<file path="config.mk">
export PLATFORM = sky130hd
export DESIGN_NAME = throw_meter
export DESIGN_NICKNAME = d
export VERILOG_FILES = /design/src/rtl/throw_meter.sv
export SDC_FILE = /design/constraint.sdc
export NUM_CORES = 1
export LEC_CHECK = 0
export CAP_MARGIN = 0
export CORE_MARGIN = 2
export CORE_UTILIZATION = 50
export DETAILED_ROUTE_END_ITERATION = 16
export GPL_ROUTABILITY_DRIVEN = 0
export PLACE_DENSITY = 0.77
export SYNTH_ARGS = -nofsm -noshare
export SYNTH_HDL_FRONTEND = slang
export SYNTH_SLANG_ARGS = --single-unit
</file>
<file path="constraint.sdc">
create_clock -name clk40MHz -period 5.38 [get_ports clk40MHz]
set_input_delay 1.076 -clock clk40MHz [delete_from_list [all_inputs] [get_ports clk40MHz]]
set_output_delay 1.076 -clock clk40MHz [all_outputs]
set_load 0.05 [all_outputs]
</file>
<file path="src/rtl/throw_meter.sv">
// Charge-and-launch power meter: ramps power while the left button is held,
// then latches it with throw_flag until the projectile logic signals end_throw.
module throw_meter #(
  parameter int POWER_W   = 5,
  parameter int TICK_DIV  = 1880000,
  parameter int PINGPONG  = 0,
  parameter int MIN_POWER = 1
) (
  input  logic               clk40MHz,
  input  logic               rst,
  input  logic               left,
  input  logic               turn,
  input  logic               current_player,
  input  logic               end_throw,
  output logic [POWER_W-1:0] power,
  output logic               throw_flag,
  output logic               charging,
  output logic               at_max
);

  localparam int                 CW       = $clog2(TICK_DIV);
  localparam logic [CW-1:0]      CNT_LAST = CW'(TICK_DIV - 1);
  localparam logic [POWER_W-1:0] PMAX     = '1;
  localparam logic [POWER_W-1:0] MIN_P    = POWER_W'(MIN_POWER);

  typedef enum logic [1:0] {
    S_WAIT   = 2'd0,
    S_CHARGE = 2'd1,
    S_HOLD   = 2'd2
  } state_t;

  state_t             state, state_n;
  logic [POWER_W-1:0] power_n;
  logic [CW-1:0]      cnt, cnt_n;
  logic               dir, dir_n;
  logic               armed, armed_n;
  logic               tick;

  always_comb begin
    state_n = state;
    power_n = power;
    cnt_n   = cnt;
    dir_n   = dir;
    armed_n = armed;
    tick    = (cnt == CNT_LAST);

    case (state)
      S_WAIT: begin
        power_n = '0;
        cnt_n   = '0;
        dir_n   = 1'b1;
        if (!left) begin
          armed_n = 1'b1;
        end else if (armed && (turn == current_player)) begin
          state_n = S_CHARGE;
          armed_n = 1'b0;
        end
      end

      S_CHARGE: begin
        // Turn loss beats release, release beats tick: a release on a tick
        // cycle launches the power held before the tick.
        if (turn != current_player) begin
          state_n = S_WAIT;
          power_n = '0;
          cnt_n   = '0;
          dir_n   = 1'b1;
        end else if (!left) begin
          cnt_n = '0;
          if (power >= MIN_P) begin
            state_n = S_HOLD;
          end else begin
            state_n = S_WAIT;
            power_n = '0;
          end
        end else if (tick) begin
          cnt_n = '0;
          if (PINGPONG != 0) begin
            if (dir) begin
              if (power == PMAX) begin
                dir_n   = 1'b0;
                power_n = PMAX - POWER_W'(1);
              end else begin
                power_n = power + POWER_W'(1);
              end
            end else begin
              if (power == '0) begin
                dir_n   = 1'b1;
                power_n = POWER_W'(1);
              end else begin
                power_n = power - POWER_W'(1);
              end
            end
          end else if (power != PMAX) begin
            power_n = power + POWER_W'(1);
          end
        end else begin
          cnt_n = cnt + CW'(1);
        end
      end

      S_HOLD: begin
        if (end_throw) begin
          state_n = S_WAIT;
          power_n = '0;
        end
      end

      default: begin
        state_n = S_WAIT;
        power_n = '0;
        cnt_n   = '0;
        dir_n   = 1'b1;
        armed_n = 1'b0;
      end
    endcase
  end

  always_ff @(posedge clk40MHz or posedge rst) begin
    if (rst) begin
      state      <= S_WAIT;
      power      <= '0;
      cnt        <= '0;
      dir        <= 1'b1;
      armed      <= 1'b0;
      throw_flag <= 1'b0;
      charging   <= 1'b0;
      at_max     <= 1'b0;
    end else begin
      state      <= state_n;
      power      <= power_n;
      cnt        <= cnt_n;
      dir        <= dir_n;
      armed      <= armed_n;
      throw_flag <= (state_n == S_HOLD);
      charging   <= (state_n == S_CHARGE);
      at_max     <= (state_n == S_CHARGE) && (power_n == PMAX);
    end
  end

endmodule
</file>
==> out/metrics.cfg <==
[clock_network]
root_buffer=clkbuf_8
cts_buffers=5
cts_setup_buffers=0
cts.hold.buffers_added=0
htree_levels=2
clk_pin_slew_worst_paths_ns=0.07
post_cts_resized=0
insertion_delay_ns=0.29
clockBufferDepth=2
cts_tree=done
clock_sinks=32

[sta]
finalSetupViolCount=0
worst_slack_ns=2.502
finalCritPeriodShare_pct=53.49
hold_violations=0
worst_slew_pin_slew_ns=0.6933
fin_crit_ns=2.878
drv_slew=0
final.setup.tns_ns=0
slew_headroom_pct=53.78
fmax_ghz=0.3475
skew_ns=0.006834
rsz0062_at_grt=false

[detailed_routing]
route.detailed.wl_per_inst_um=13.94
num_vias=1513
drt-pass1-iter-count=4
route.detailed.drc=0
routed_via_density=5.604
wl_um=3765
ant_nets=0
drt_iter0_drc=73

[floorplan]
dieArea_um2=4241
core_area_um2=3633
dieHeight_um=65.13
ios=14
rows=22
start_util_pct=51.41
die_x_um=65.13

[pwr]
ir_worst_vdd_v=0.0001759
leakage_nw=0.8914
power.density_nw_per_um2=261.7

[cells_and_area]
stdcell_count=270
fill_cells=335
layout-drive-gt1-share_pct=8.559
area_delta_synth_final_pct=14.07
finalNetCount=234
antenna_cells=0

[logic_synthesis]
synth_edf_count=0
syn_nets=218
yosysMostFrequentCell=dfrtp_1
synth_common_cells=32 x dfrtp_1, 29 x nor2_1, 21 x nand2_1
synthArstFlopShare_pct=100.0
ys_seq_area_share_pct=42.87
ys_top_cells_by_area=dfrtp_1 43%, nor2_1 5.8%, ha_1 4.7%
ys_types=48
yosys.area.top_type=dfrtp_1
yosys.area.top_type_share_pct=42.87
ys_warn_count=0
netlist_area_um2=1868
netlist_instances=205
ys_seq_elements=32
synth_area_per_cell_um2=9.112
ys.flop_type=dfrtp_1

[critical_path]
critical_path_class=in2reg
cp-start-kind=primary input
critPathRequiredTime_ns=5.56
arrival_ns=3.06
end_kind=flip-flop
r2r_cells=8
worstPathMaxFanout=9

[grt]
grt_pass1_wl_um=6630
grt_max_degree=33
grt-ovfl-total=0
grt_pass1_vias=1427
track_usage_pct=20.32
antenna_found_initial=0

[outcome]
status=complete, no violations

[placed_design]
placed_cells=262
portBuffers=13
dp_hpwl_um=2720
place_ws_ns=2.220

[hold_path]
hold_path_depth=1
hold_class=reg2reg

[flow_run]
drv_cap=0

## state kept, by name (all words and copies together), names as in the netlist
| register | flops |
|---|---|
| charging | 1 |
| power | 5 |
| state | 2 |
| throw_flag | 1 |
| cnt | 21 |
| armed | 1 |
| at_max | 1 |
## report_power, final
part           total, mW  internal, mW  leakage [nW]  switching [mW]
clock network      0.189         0.102        0.0510          0.0872
registers          0.259         0.252         0.442         0.00711
logic              0.109        0.0367         0.398          0.0728
total              0.558         0.391         0.891           0.167
## kinds of logic (layout without fill, tap and decap cells)
group	after synthesis	after routing	share of synthesized area (%)
compound gates	41	41	14.20
xor+xnor	11	11	5.157
flops	32	32	42.87
buf+inv	13	30	3.081
simple gates	99	99	28.94
fa+ha+maj	7	7	4.688
mux	2	2	1.072
## worst paths after layout
kind                          start       end  slack, ns
setup / recovery               left    at_max       2.50
hold / removal              cnt[14]   cnt[14]       0.53
setup reg to reg           state[0]    at_max       2.89
hold reg to reg             cnt[14]   cnt[14]       0.53
max in group asynchronous       rst    at_max       3.91
min in group asynchronous       rst  charging       1.17
## critical path: stages
cell and delay [ns]:
clkdlybuf4s50_1 0.61, nand2_1 0.10, o21ai_0 0.24, a31oi_1 0.21
nor4_4 0.37, o2111ai_1 0.19, nor4b_2 0.26
## metal layers
| metal | up-vias | wire [µm] | global-route usage [%] |
|---|---|---|---|
| met1 | 729 | 1948 | 29.74 |
| met3 | 2 | 90 | 3.596 |
| met4 | 0 | 26 | 8.073 |
| met5 | - | 0 | 0 |
| li1 | 758 | - | - |
| met2 | 24 | 1700 | 30.03 |
## through the flow
stage	total power [mW]	utilization (%)	instance area (µm²)	hold slack, ns
2_1_floorplan	0.3405	-	1868	0.4587
6_report	0.5577	58.64	2131	0.5254
3_3_place_gp	0.3688	56.09	2038	0.5024
5_1_grt	0.5855	58.64	2131	0.5434
3_5_place_dp	0.3709	56.09	2038	0.5085
4_1_cts	0.5622	58.64	2131	0.5218
## cell usage in the layout, fill, tap and decap left out, drive strengths merged, types with 3 or more instances in the layout
cell type | netlist | layout
xor2 | 6 | 6
inv | 8 | 8
nand4 | 5 | 5
o31ai | 4 | 4
nand3 | 8 | 8
nor2 | 30 | 30
a31oi | 3 | 3
and2 | 5 | 5
ha | 7 | 7
o21ai | 17 | 17
and4 | 3 | 3
clkbuf | 3 | 6
nor2b | 4 | 4
and3 | 3 | 3
clkdlybuf4s50 | 0 | 13
nand2 | 21 | 21
xnor2 | 5 | 5
dfrtp | 32 | 32
a21oi | 3 | 3
nor3 | 8 | 8
## layout make-up
type	count	area [µm²]	area share (%)
inverters	8	30.03	1.409
well taps	48	60.06	2.819
repair buffers	14	137.6	6.459
clock buffers	6	82.58	3.876
clock inverters	2	10.01	0.4698
multi-input cells	160	1010	47.39
flip-flops and latches	32	800.8	37.58
No activity file was read; power rests on OpenSTA's default activity.
